<file path="src/rtl/fnd_pkg.sv">
// Shared definitions for the seven-segment scan controller.
//   state_t    : FSM state encoding (IDLE / SHOW / BLANK)
//   NUM_DIGITS : number of multiplexed digits on the display
//   COM_OFF    : all digit commons off (commons are active-low)
//   com_for()  : active-low common pattern that lights digit 'pos' if enabled in 'mask'
package fnd_pkg;

  typedef enum logic [1:0] {
    ST_IDLE  = 2'd0,
    ST_SHOW  = 2'd1,
    ST_BLANK = 2'd2
  } state_t;

  localparam int NUM_DIGITS = 8;
  localparam logic [NUM_DIGITS-1:0] COM_OFF = 8'hFF;

  // A masked-off digit yields all commons high, so its slot stays dark
  // without changing the scan timing.
  function automatic logic [NUM_DIGITS-1:0] com_for(input logic [2:0] pos,
                                                    input logic [NUM_DIGITS-1:0] mask);
    logic [NUM_DIGITS-1:0] sel;
    sel = 8'h01 << pos;
    return ~(sel & mask);
  endfunction

endpackage

</file>
<file path="src/rtl/fnd_scan_ctrl_if.sv">
// Scan-controller signal bundle.
//   i_en         : scan enable (display dark when low)
//   i_digit_mask : bit k = 1 lights digit k
//   o_pos        : digit select into the segment mux (7 = leftmost)
//   o_com        : active-low digit commons
//   o_blank      : all commons forced off
//   o_frame      : one-cycle pulse on the 0 -> 7 wrap
// Modports: master drives enable/mask and observes the scan outputs;
// slave is the controller itself.
interface fnd_scan_ctrl_if;
  import fnd_pkg::*;

  logic                  i_en;
  logic [NUM_DIGITS-1:0] i_digit_mask;
  logic [2:0]            o_pos;
  logic [NUM_DIGITS-1:0] o_com;
  logic                  o_blank;
  logic                  o_frame;

  modport master (
    output i_en, i_digit_mask,
    input  o_pos, o_com, o_blank, o_frame
  );

  modport slave (
    input  i_en, i_digit_mask,
    output o_pos, o_com, o_blank, o_frame
  );

endinterface

</file>
<file path="src/rtl/fnd_scan_ctrl_scan_timer.sv">
// Terminal-count timer for dwell and blank intervals.
//   i_clk, i_rst : clock, synchronous active-high reset
//   i_clear      : restart the count at 0 on the next edge
//   i_term       : terminal value (interval length - 1)
//   o_done       : cnt equals the terminal value this cycle
// The owner clears the timer on every state change and on o_done, so the
// count never runs past the terminal value.
module scan_timer #(
  parameter int CNT_W = 16
) (
  input  logic             i_clk,
  input  logic             i_rst,
  input  logic             i_clear,
  input  logic [CNT_W-1:0] i_term,
  output logic             o_done
);

  logic [CNT_W-1:0] cnt_reg;

  always_ff @(posedge i_clk) begin
    if (i_rst || i_clear) begin
      cnt_reg <= '0;
    end else begin
      cnt_reg <= cnt_reg + 1'b1;
    end
  end

  assign o_done = (cnt_reg == i_term);

endmodule

</file>
<file path="src/rtl/fnd_scan_ctrl.sv">
// Scan controller for the 8-digit multiplexed seven-segment display.
//   i_clk, i_rst : clock, synchronous active-high reset
//   bus (slave)  : i_en, i_digit_mask in; o_pos, o_com, o_blank, o_frame out
// Lights one digit at a time for DWELL cycles, then holds all commons off
// for BLANK cycles while the digit select settles (BLANK = 0 skips the gap).
// All outputs are registered and computed from the next state, so they
// change on the same edge as the state they describe.
module fnd_scan_ctrl
  import fnd_pkg::*;
#(
  parameter int DIGITS = 8,
  parameter int DWELL  = 50000,
  parameter int BLANK  = 500,
  parameter int CNT_W  = 16
) (
  input  logic            i_clk,
  input  logic            i_rst,
  fnd_scan_ctrl_if.slave  bus
);

  localparam logic [2:0]       POS_LAST  = 3'(DIGITS - 1);
  localparam logic [CNT_W-1:0] DWELL_TC  = CNT_W'(DWELL - 1);
  localparam logic [CNT_W-1:0] BLANK_TC  = CNT_W'((BLANK > 0) ? BLANK - 1 : 0);
  localparam bit               HAS_BLANK = (BLANK > 0);

  state_t                state_reg, state_next;
  logic [2:0]            pos_reg, pos_next;
  logic [NUM_DIGITS-1:0] com_reg, com_next;
  logic                  blank_reg, blank_next;
  logic                  frame_reg, frame_next;

  logic                  done;
  logic                  timer_clear;
  logic [CNT_W-1:0]      timer_term;
  logic                  step;

  // Timer restarts on entry to each interval; IDLE and disable hold it at 0.
  assign timer_clear = !bus.i_en || (state_reg == ST_IDLE) || done;
  assign timer_term  = (state_reg == ST_BLANK) ? BLANK_TC : DWELL_TC;

  scan_timer #(.CNT_W(CNT_W)) u_timer (
    .i_clk   (i_clk),
    .i_rst   (i_rst),
    .i_clear (timer_clear),
    .i_term  (timer_term),
    .o_done  (done)
  );

  // State and output registers
  always_ff @(posedge i_clk) begin
    if (i_rst) begin
      state_reg <= ST_IDLE;
      pos_reg   <= POS_LAST;
      com_reg   <= COM_OFF;
      blank_reg <= 1'b1;
      frame_reg <= 1'b0;
    end else begin
      state_reg <= state_next;
      pos_reg   <= pos_next;
      com_reg   <= com_next;
      blank_reg <= blank_next;
      frame_reg <= frame_next;
    end
  end

  // Next state
  always_comb begin
    state_next = state_reg;
    if (!bus.i_en) begin
      state_next = ST_IDLE;
    end else begin
      case (state_reg)
        ST_IDLE:  state_next = ST_SHOW;
        ST_SHOW:  if (done && HAS_BLANK) state_next = ST_BLANK;
        ST_BLANK: if (done) state_next = ST_SHOW;
        default:  state_next = ST_IDLE;
      endcase
    end
  end

  // Next outputs. The digit select advances at the end of each dwell, so with
  // blanking it moves while the commons are already off.
  always_comb begin
    step       = bus.i_en && (state_reg == ST_SHOW) && done;
    pos_next   = step ? pos_reg - 3'd1 : pos_reg;
    frame_next = step && (pos_reg == 3'd0);
    com_next   = COM_OFF;
    blank_next = 1'b1;
    case (state_next)
      ST_SHOW: begin
        com_next   = com_for(pos_next, bus.i_digit_mask);
        blank_next = 1'b0;
      end
      ST_BLANK: begin
        com_next   = COM_OFF;
        blank_next = 1'b1;
      end
      default: begin
        // A disabled scan discards the partial frame and restarts at the left.
        pos_next   = POS_LAST;
        frame_next = 1'b0;
      end
    endcase
  end

  assign bus.o_pos   = pos_reg;
  assign bus.o_com   = com_reg;
  assign bus.o_blank = blank_reg;
  assign bus.o_frame = frame_reg;

endmodule

</file>
<file path="src/flat_wrapper.sv">
// flat-port wrapper written by rule: the top's interface ports become plain ports
module fnd_scan_ctrl_flat import fnd_pkg::*;
#(
  parameter int DIGITS = 8,
  parameter int DWELL  = 50000,
  parameter int BLANK  = 500,
  parameter int CNT_W  = 16
)
  (i_clk, i_rst, bus_i_en, bus_i_digit_mask, bus_o_pos, bus_o_com, bus_o_blank, bus_o_frame);
  fnd_scan_ctrl_if bus_i ();
  input  logic i_clk;
  input  logic i_rst;
  input wire logic [$bits(bus_i.i_en)-1:0] bus_i_en;
  input wire logic [$bits(bus_i.i_digit_mask)-1:0] bus_i_digit_mask;
  output wire logic [$bits(bus_i.o_pos)-1:0] bus_o_pos;
  output wire logic [$bits(bus_i.o_com)-1:0] bus_o_com;
  output wire logic [$bits(bus_i.o_blank)-1:0] bus_o_blank;
  output wire logic [$bits(bus_i.o_frame)-1:0] bus_o_frame;
  assign bus_i.i_en = bus_i_en;
  assign bus_i.i_digit_mask = bus_i_digit_mask;
  assign bus_o_pos = bus_i.o_pos;
  assign bus_o_com = bus_i.o_com;
  assign bus_o_blank = bus_i.o_blank;
  assign bus_o_frame = bus_i.o_frame;
  fnd_scan_ctrl #(.DIGITS(DIGITS), .DWELL(DWELL), .BLANK(BLANK), .CNT_W(CNT_W)) u_core (.i_clk(i_clk), .i_rst(i_rst), .bus(bus_i));
endmodule
</file>
<file path="config.mk">
export PLATFORM = sky130hd
export DESIGN_NAME = fnd_scan_ctrl_flat
export DESIGN_NICKNAME = d
export VERILOG_FILES = /design/src/rtl/fnd_pkg.sv /design/src/rtl/fnd_scan_ctrl_if.sv /design/src/rtl/fnd_scan_ctrl_scan_timer.sv /design/src/rtl/fnd_scan_ctrl.sv /design/src/flat_wrapper.sv
export SDC_FILE = /design/constraint.sdc
export NUM_CORES = 1
export LEC_CHECK = 0
export CORE_MARGIN = 2
export CORE_UTILIZATION = 51
export CTS_CLUSTER_SIZE = 30
export DETAILED_ROUTE_END_ITERATION = 10
export PLACE_DENSITY = 0.78
export SYNTH_ARGS = -nofsm -noshare
export SYNTH_HDL_FRONTEND = slang
export SYNTH_SLANG_ARGS = --single-unit
</file>
<file path="constraint.sdc">
create_clock -name i_clk -period 4.3 [get_ports i_clk]
set_input_delay 0.86 -clock i_clk [delete_from_list [all_inputs] [get_ports i_clk]]
set_output_delay 0.86 -clock i_clk [all_outputs]
set_load 0.01 [all_outputs]
</file>
### Word-level counts from Yosys, hierarchy flattened

Index checks and enable logic that the tools add are counted.

* bits in registers: 31
* input bits: 11
* output and inout bits: 13
* word-level logic and storage cells: 37

* add/sub/neg operators: 2
* eq/ne operators: 5
* shifts and indexed selects: 1
* muxes and demuxes: 7
* bitwise operators: 4
* reductions and logical operators: 12

Operators with widths (number)
* $add A16 B1 Y16 const B: 1
* $eq A16 B16 Y1: 1
* $mux W16: 1
* $and A8 B8 Y8: 1
* $not A8 Y8: 1
* $shl A1 B3 Y8 const A: 1
* $mux W2: 3
* $pmux W2 S3: 1
* $reduce_or A2 Y1: 3
* $eq A2 B1 Y1 const B: 2
* $eq A2 B2 Y1 const B: 2
* $logic_and A1 B1 Y1: 3
* $logic_not A3 Y1: 1
* $logic_or A1 B1 Y1: 3
* $mux W3: 1
* $sub A3 B1 Y3 const B: 1
* $logic_not A2 Y1: 1
* $not A1 Y1: 2
* $logic_not A1 Y1: 1
* $mux W1: 1

### Longest topological paths before layout

Gate-level depths: netlist of run 1.

* depth in word-level cells: 10
* gate-level depth with buffers: 11
* depth with buffers taken out: 11

### By module

Synthesis of run 1 repeated with hierarchy kept, for this count alone.

* cell total of the unflattened synthesis: 187
* area, all modules: 1687.9 um^2

Modules (own cells, without submodules)
* scan_timer: instances 1, cells each 104, area an instance 910.9 um^2
* fnd_scan_ctrl: instances 1, cells each 83, area an instance 777.0 um^2

### Worst setup path after synthesis of run 1

No wires, ideal clock.

* path kind: register to register
* start point: register u_core.u_timer.cnt_reg[3]
* end point: register u_core.com_reg[2], in the netlist u_core.bus.o_com[2]
* setup time: 0.136 ns
* data arrival time: 2.868 ns
* path slack: 1.296 ns
* stages on the path, launching flop included: 10
* buffers on the path: 0
* clock period less this slack: 3.004 ns
* path through: dfxtp_1 -> or4b_1 -> o41a_1 -> or4b_4 -> a221oi_2 -> ha_1 -> nor2b_1 -> inv_1 -> nor3_1 -> nand4_1

* word-level cells in the longest chain between the ends: 7
* elaborated cells on any way between the ends: 13
* classes of those cells: 2 x eq/ne; 1 x shift; 5 x mux; 3 x bitwise; 2 x reduce/logical

Ends and longest elaborated chain
* start: declaration: line fnd_scan_ctrl_scan_timer.sv:18 `logic [CNT_W-1:0] cnt_reg;`
* start signal: assignment: line fnd_scan_ctrl_scan_timer.sv:24 `cnt_reg <= cnt_reg + 1'b1;`
* $eq A16 B16 Y1 (*): line fnd_scan_ctrl_scan_timer.sv:28 `assign o_done = (cnt_reg == i_term);`
* $mux W2 (on tied branches): line fnd_scan_ctrl.sv:75, fnd_scan_ctrl.sv:74
* $pmux W2 S3 (*): line fnd_scan_ctrl.sv:72 `case (state_reg)`
* $mux W2 (*): line fnd_scan_ctrl.sv:69 `if (!bus.i_en) begin`
* named net u_core.state_next[0]: line fnd_scan_ctrl.sv:26 `state_t state_reg, state_next;`
* $eq A2 B1 Y1 (*): line fnd_scan_ctrl.sv:89 `case (state_next)`
* $not A1 Y1 (no source line) (*)
* $reduce_or A2 Y1 (no source line) (*)
* end signal: assignment: line fnd_scan_ctrl.sv:60 `com_reg <= com_next;`
* end: declaration: line fnd_scan_ctrl.sv:28 `logic [NUM_DIGITS-1:0] com_reg, com_next;`

Mark *: on every way through the listed nets, which the timed path passes. The rest lies on a longest branch.
A chain may end at the register's enable or synchronous reset.

### Worst setup path in the final report of run 1

* start point: register u_core.u_timer.cnt_reg[7]
* end point: register u_core.com_reg[1], in the netlist u_core.bus.o_com[1]

The elaborated chain is that of the path after synthesis.

==> reports/results.ini, run 1 <==
[sta]
fin_crit_sh=0.7735
worstMarginPinSlew_ps=720.6
rsz0062_at_grt=false
fin_crit_ps=3326
fin_hold_ws_ps=488.7
tns_ps=0
slew_headroom=0.5196
slew_viol_final=0
setup_viol=0
fmax_ghz=0.3006
hold_violations=0
skew_ps=11.48

[route]
drc=0
antenna_left=0
dr.pass1.iters=4
routed_wl_mm=2.832
vias=1133
drt_iter0_markers=21
viasPerCell=5.447
avgRoutedWirePerCell_um=13.62

[yosys]
ys_seq_elements=31
synth.distinct_cells=29
syn_avg_cell_area_um2=9.190
ys_seq_area_frac=0.4563
synth_top_cell_area_share=0.4563
synth_area_mm2=0.001360
synth_edf_count=0
synthFlopType=dfxtp_1
async_reset_ff_frac=0
yosys_warnings=0
synth_fp_nets=163
yosys.area.top_type=dfxtp_1
syn_inst=148
synth_area_leaders=dfxtp_1, xor2_1, nor2_1, nand3_1, xnor2_1

[status]
outcome=completed

[job]
drv_cap=0

[worst_setup_path]
crit_chain=or4b_1 -> o41a_1 -> or4b_4 -> a221oi_2 -> ha_1 -> nor2b_1 -> inv_1 -> nor3_1 -> nand4_1
cp-start-kind=register
cp-end-kind=register
path_delay_family=simple AND/OR/NAND/NOR gates
cpMaxStageDelayCell=or4b_4
critPathKind=register to register
cp.required_ps=4520
worstPathMaxFanout=7
path_buf_inv=1
max_stage_delay_ps=520
critPathArrivalTime_ps=3540

[worst_hold_path]
hold_path.class=register to register

[cts]
h-tree-depth=2
cts_setup_buffers=0
insertion_delay_ps=340
post_cts_resized=0
cts_tree=done
clock_sinks=31
clk_path_buf_depth=2
cts_buffers=5
cts-root-buf=clkbuf_4
path_clk_slew_ps=100
hold_buffers=0

[floorplan]
die_y_um=55.64
die_w_um=55.64
num_rows=18
ios=24
core_area_mm2=0.002500
start_util=0.5440
die_area_mm2=0.003096

[layout]
largest_reg_flops=16
fill_cells=207
fin_util=0.6827
fin_nets=192
area_growth_pct=25.48
antenna_cells=0
layout_common_cells=dfxtp_1, clkdlybuf4s50_1, nor2_1
final_area_mm2=0.001707
drive_gt1_frac=0.07865
final_common_cell=dfxtp_1

[power_and_ir_drop]
p_per_area_mw_per_mm2=322.5
max-vdd-ir-drop_uv=251.1
power.total_uw=550.3
leakage_nw=0.6448

[grt]
antenna_found_initial=0
first_global_vias=1090
track_usage=0.2044
gr-total-overflow=0
grt_pass1_wl_mm=4.981
grt_max_degree=17

[placed_design]
portBuffers=23
gp_congestion=0.7998
placed_area_mm2=0.001620
hpwl_mm=2.092

cells in the mapped netlist (2+ instances only):
| cell | n |
|---|---|
| and2_1 | 2 |
| nand2_1 | 11 |
| nand4_1 | 8 |
| ha_1 | 4 |
| nor3_1 | 4 |
| nor2b_1 | 3 |
| a21oi_1 | 3 |
| xnor2_1 | 7 |
| mux2i_1 | 3 |
| inv_1 | 8 |
| xor2_1 | 10 |
| or4b_1 | 2 |
| and3_1 | 3 |
| dfxtp_1 | 31 |
| nand3_1 | 13 |
| nor2_1 | 22 |
| nor4_1 | 2 |
worst reg2reg max path, cell delays in order (launching register included):
cell and delay [ps]:
dfxtp_1 440, or4b_1 450, o41a_1 390, or4b_4 520
a221oi_2 290, ha_1 190, nor2b_1 300, inv_1 100
nor3_1 380, nand4_1 140
logic make-up after synthesis:
logic type / after synthesis / share of synthesized area
compound gates: 7 / 0.04691
fa+ha+maj: 4 / 0.03680
mux: 4 / 0.03036
simple gates: 76 / 0.2926
flops: 31 / 0.4563
xor+xnor: 17 / 0.1095
buf+inv: 9 / 0.02760
final cells by class:
class	instances	area (um2)	share of cell area
Clock buffer	6	51.30	0.03006
Clock inverter	2	35.03	0.02053
Inverter	8	30.03	0.01760
Multi-Input combinational cell	108	701.9	0.4113
Sequential cell	31	620.6	0.3636
Tap cell	30	37.54	0.02199
Timing Repair Buffer	23	230.2	0.1349
worst paths after layout:
kind | start | endpoint | slack, ps | cells after the start
worst max-delay path | u_core.u_timer.cnt_reg[7] | u_core.bus.o_com[1] | 970 | 9
worst min-delay path | u_core.u_timer.cnt_reg[0] | u_core.u_timer.cnt_reg[0] | 490 | 1
worst max register to register | u_core.u_timer.cnt_reg[7] | u_core.bus.o_com[1] | 970 | 9
worst min register to register | u_core.u_timer.cnt_reg[0] | u_core.u_timer.cnt_reg[0] | 490 | 1
report_power, final:
| group | total, mW | switching, mW | internal, mW |
|---|---|---|---|
| Combinational | 0.0201 | 0.00803 | 0.0120 |
| Clock | 0.240 | 0.103 | 0.137 |
| Sequential | 0.290 | 0.00130 | 0.289 |
metal layers:
metal	wire length [um]	GRT usage	up-vias
met1	1338	0.2675	531
li1	-	-	574
met4	55	0.09408	0
met2	1330	0.3180	23
met3	107	0.04884	5
met5	0	0	-
through the flow:
stage | worst slack [ps] | std cells
after floorplan | 1296 | 148
after global placement | 1136 | 200
after detailed placement | 1017 | 200
after CTS | 990.9 | 208
after global routing | 767.0 | 208
final | 973.8 | 208
Note: power is estimated with default switching activity, not from simulation.
==> run 2, diff against run 1 <==
- clock period: 4.3 -> 3.2 ns (I/O delays scaled with it)
==> reports/results.ini, run 2 (same netlist as run 1, synthesis figures left out) <==
[status]
outcome=completed

[floorplan]
die_w_um=55.64  ; unchanged
core_area_mm2=0.002500  ; unchanged
die_y_um=55.64  ; unchanged
num_rows=18  ; unchanged
start_util=0.5440  ; unchanged
die_area_mm2=0.003096  ; unchanged
ios=24  ; unchanged

[power_and_ir_drop]
leakage_nw=0.6337  ; -1.7%
p_per_area_mw_per_mm2=374.2  ; +16%
p_seq_frac=0.608  ; +0.081
clkPwrFrac=0.347  ; -0.090
switching_share=0.2342  ; +0.02985
pwr-share-comb=0.045  ; +0.009
power.switching_uw=150.0  ; +33%
max-vdd-ir-drop_uv=348.0  ; +39%
p_int_uw=490.5  ; +12%

[worst_setup_path]
cp-end-kind=register
path_delay_family=simple AND/OR/NAND/NOR gates
cp-start-kind=register
crit_chain=or4b_1 -> o41a_1 -> or4b_4 -> a221oi_2 -> ha_1 -> nor2b_2 -> buf_4 -> nand3_1 -> mux2i_2 -> nand3_1
r2r_setup_slack_ps=170  ; -810 ps
worstPathMaxFanout=5  ; -2
reg2reg_from=u_core.u_timer.cnt_reg[3]
worstReg2RegEnd=u_core.bus.o_com[6]
cpMostUsedCell=nand3_1
r2r_cells=10  ; +1
cpMaxStageDelayCell=or4b_1
cp.required_ps=3420  ; -1100 ps
max_stage_delay_ps=520  ; about the same
path_buf_inv=1  ; unchanged
critPathKind=register to register
critPathArrivalTime_ps=3260  ; -280 ps

[layout]
layout_common_cells=dfxtp_1, clkdlybuf4s50_1, nor2_1
fill_cells=203  ; -1.9%
final_common_cell=dfxtp_1
largest_reg_flops=16  ; unchanged
fin_nets=195  ; +1.6%
drive_gt1_frac=0.1215  ; +0.04290
antenna_cells=0  ; unchanged
area_growth_pct=25.85

[worst_hold_path]
holdPathEnd=u_core.u_timer.cnt_reg[0]
hold_start=u_core.u_timer.cnt_reg[0]
min_path_cells=1  ; unchanged
hold_path.class=register to register

[sta]
fin_crit_ps=3033  ; -293.3 ps
fmax_ghz=0.3297  ; +9.7%
slew_headroom=0.5320  ; +0.01241
worstMarginPinSlew_ps=702.0  ; -18.61 ps
setup_viol=0  ; unchanged
skew_ps=8.910  ; -2.565 ps
layout_setup_ws_ps=167.1  ; -806.7 ps
hold_violations=0  ; unchanged
slew_viol_final=0  ; unchanged
fin_crit_sh=0.9478  ; +0.1742
tns_ps=0  ; unchanged
rsz0062_at_grt=false

[cts]
cts_tree=done
cts-root-buf=clkbuf_4
cts_buffers=5  ; unchanged
clk_path_buf_depth=2  ; unchanged
clock_sinks=31  ; unchanged
hold_buffers=0  ; unchanged
path_clk_slew_ps=100  ; about the same
h-tree-depth=2  ; unchanged
insertion_delay_ps=350  ; about the same

[placed_design]
hpwl_mm=2.194  ; +4.9%
post-place-ws_ps=122.3  ; -894.5 ps
portBuffers=23  ; unchanged
gp_congestion=0.8138  ; +1.8%

[job]
drv_cap=0  ; unchanged

[route]
drc=0  ; unchanged
dr.pass1.iters=4  ; unchanged
routed_wl_mm=2.853  ; +0.74%
vias=1138  ; +0.44%
viasPerCell=5.393  ; -0.99%
antenna_left=0  ; unchanged
avgRoutedWirePerCell_um=13.52  ; -0.69%
drt_iter0_markers=29  ; +38%

[grt]
antenna_found_initial=0  ; unchanged
track_usage=0.2161  ; +0.01167
first_global_vias=1189  ; +9.1%
grt_pass1_wl_mm=5.133  ; +3.1%
grt_max_degree=17  ; unchanged
gr-total-overflow=0  ; unchanged

run 2: cell count changes in the layout (fill, tap and decap cells not counted):
cell	before	now
buf_4	0	3
dfxtp_1	31	28
dfxtp_2	0	3
clkbuf_1	0	2
mux2i_1	3	1
mux2i_2	0	2
bufinv_16	1	0
clkbuf_8	1	0
nor2b_1	3	2
nor2b_2	0	1
nor3_1	4	3
nor3_2	0	1
run 2: how the worst max path moves through the flow:
stage                              startpoint                  end  slack, ps  cells past startpoint
detailed placement  u_core.u_timer.cnt_reg[7]  u_core.bus.o_com[6]        120                     10
CTS                 u_core.u_timer.cnt_reg[3]  u_core.bus.o_com[6]        100                     10
global placement    u_core.u_timer.cnt_reg[2]  u_core.bus.o_com[5]        170                     10
finish              u_core.u_timer.cnt_reg[3]  u_core.bus.o_com[6]        170                     10
global route        u_core.u_timer.cnt_reg[3]  u_core.bus.o_com[5]          4                     10
floorplan           u_core.u_timer.cnt_reg[3]  u_core.bus.o_com[2]        200                      9
run 2: area by class of cell:
type	instances	area [um2]	share of cell area
clock buffer	7	45.04	0.02632
clock inverter	1	5.005	0.002924
inverter	8	30.03	0.01754
multi-input combinational	108	716.9	0.4189
tap	30	37.54	0.02193
sequential	31	624.3	0.3648
timing repair buffer	26	252.7	0.1477
run 2: metrics by stage:
stage	util	total power, mW	hold WS, ps	instances	area, um2
2_1_floorplan	-	0.4074	429.7	148	1360
5_1_grt	0.6847	0.6637	499.1	211	1712
3_3_place_gp	0.6572	0.4251	444.5	203	1643
3_5_place_dp	0.6572	0.4262	452.5	203	1643
6_report	0.6847	0.6404	470.9	211	1712
4_1_cts	0.6772	0.6436	476.1	211	1693
run 2: power groups by stage:
stage / Sequential [mW] / Combinational, mW / Clock [mW]
after global routing: 0.390 / 0.0315 / 0.243
after CTS: 0.389 / 0.0280 / 0.226
after global placement: 0.398 / 0.0270 / 0
after floorplan: 0.399 / 0.00867 / 0
after detailed placement: 0.398 / 0.0279 / 0
final: 0.389 / 0.0286 / 0.223
run 2: what timing repair did:
item                                    in CTS  in global routing
gates resized for setup                      0                  7
endpoints found under the setup margin       0                  8
setup buffers                                0                  0
run 2: metal layers:
layer	vias to the layer above	GRT usage	wire length, um
met4	0	0.08362	46
met1	533	0.2618	1318
met3	7	0.08837	126
met2	18	0.3418	1361
li1	580	-	-
met5	-	0	0
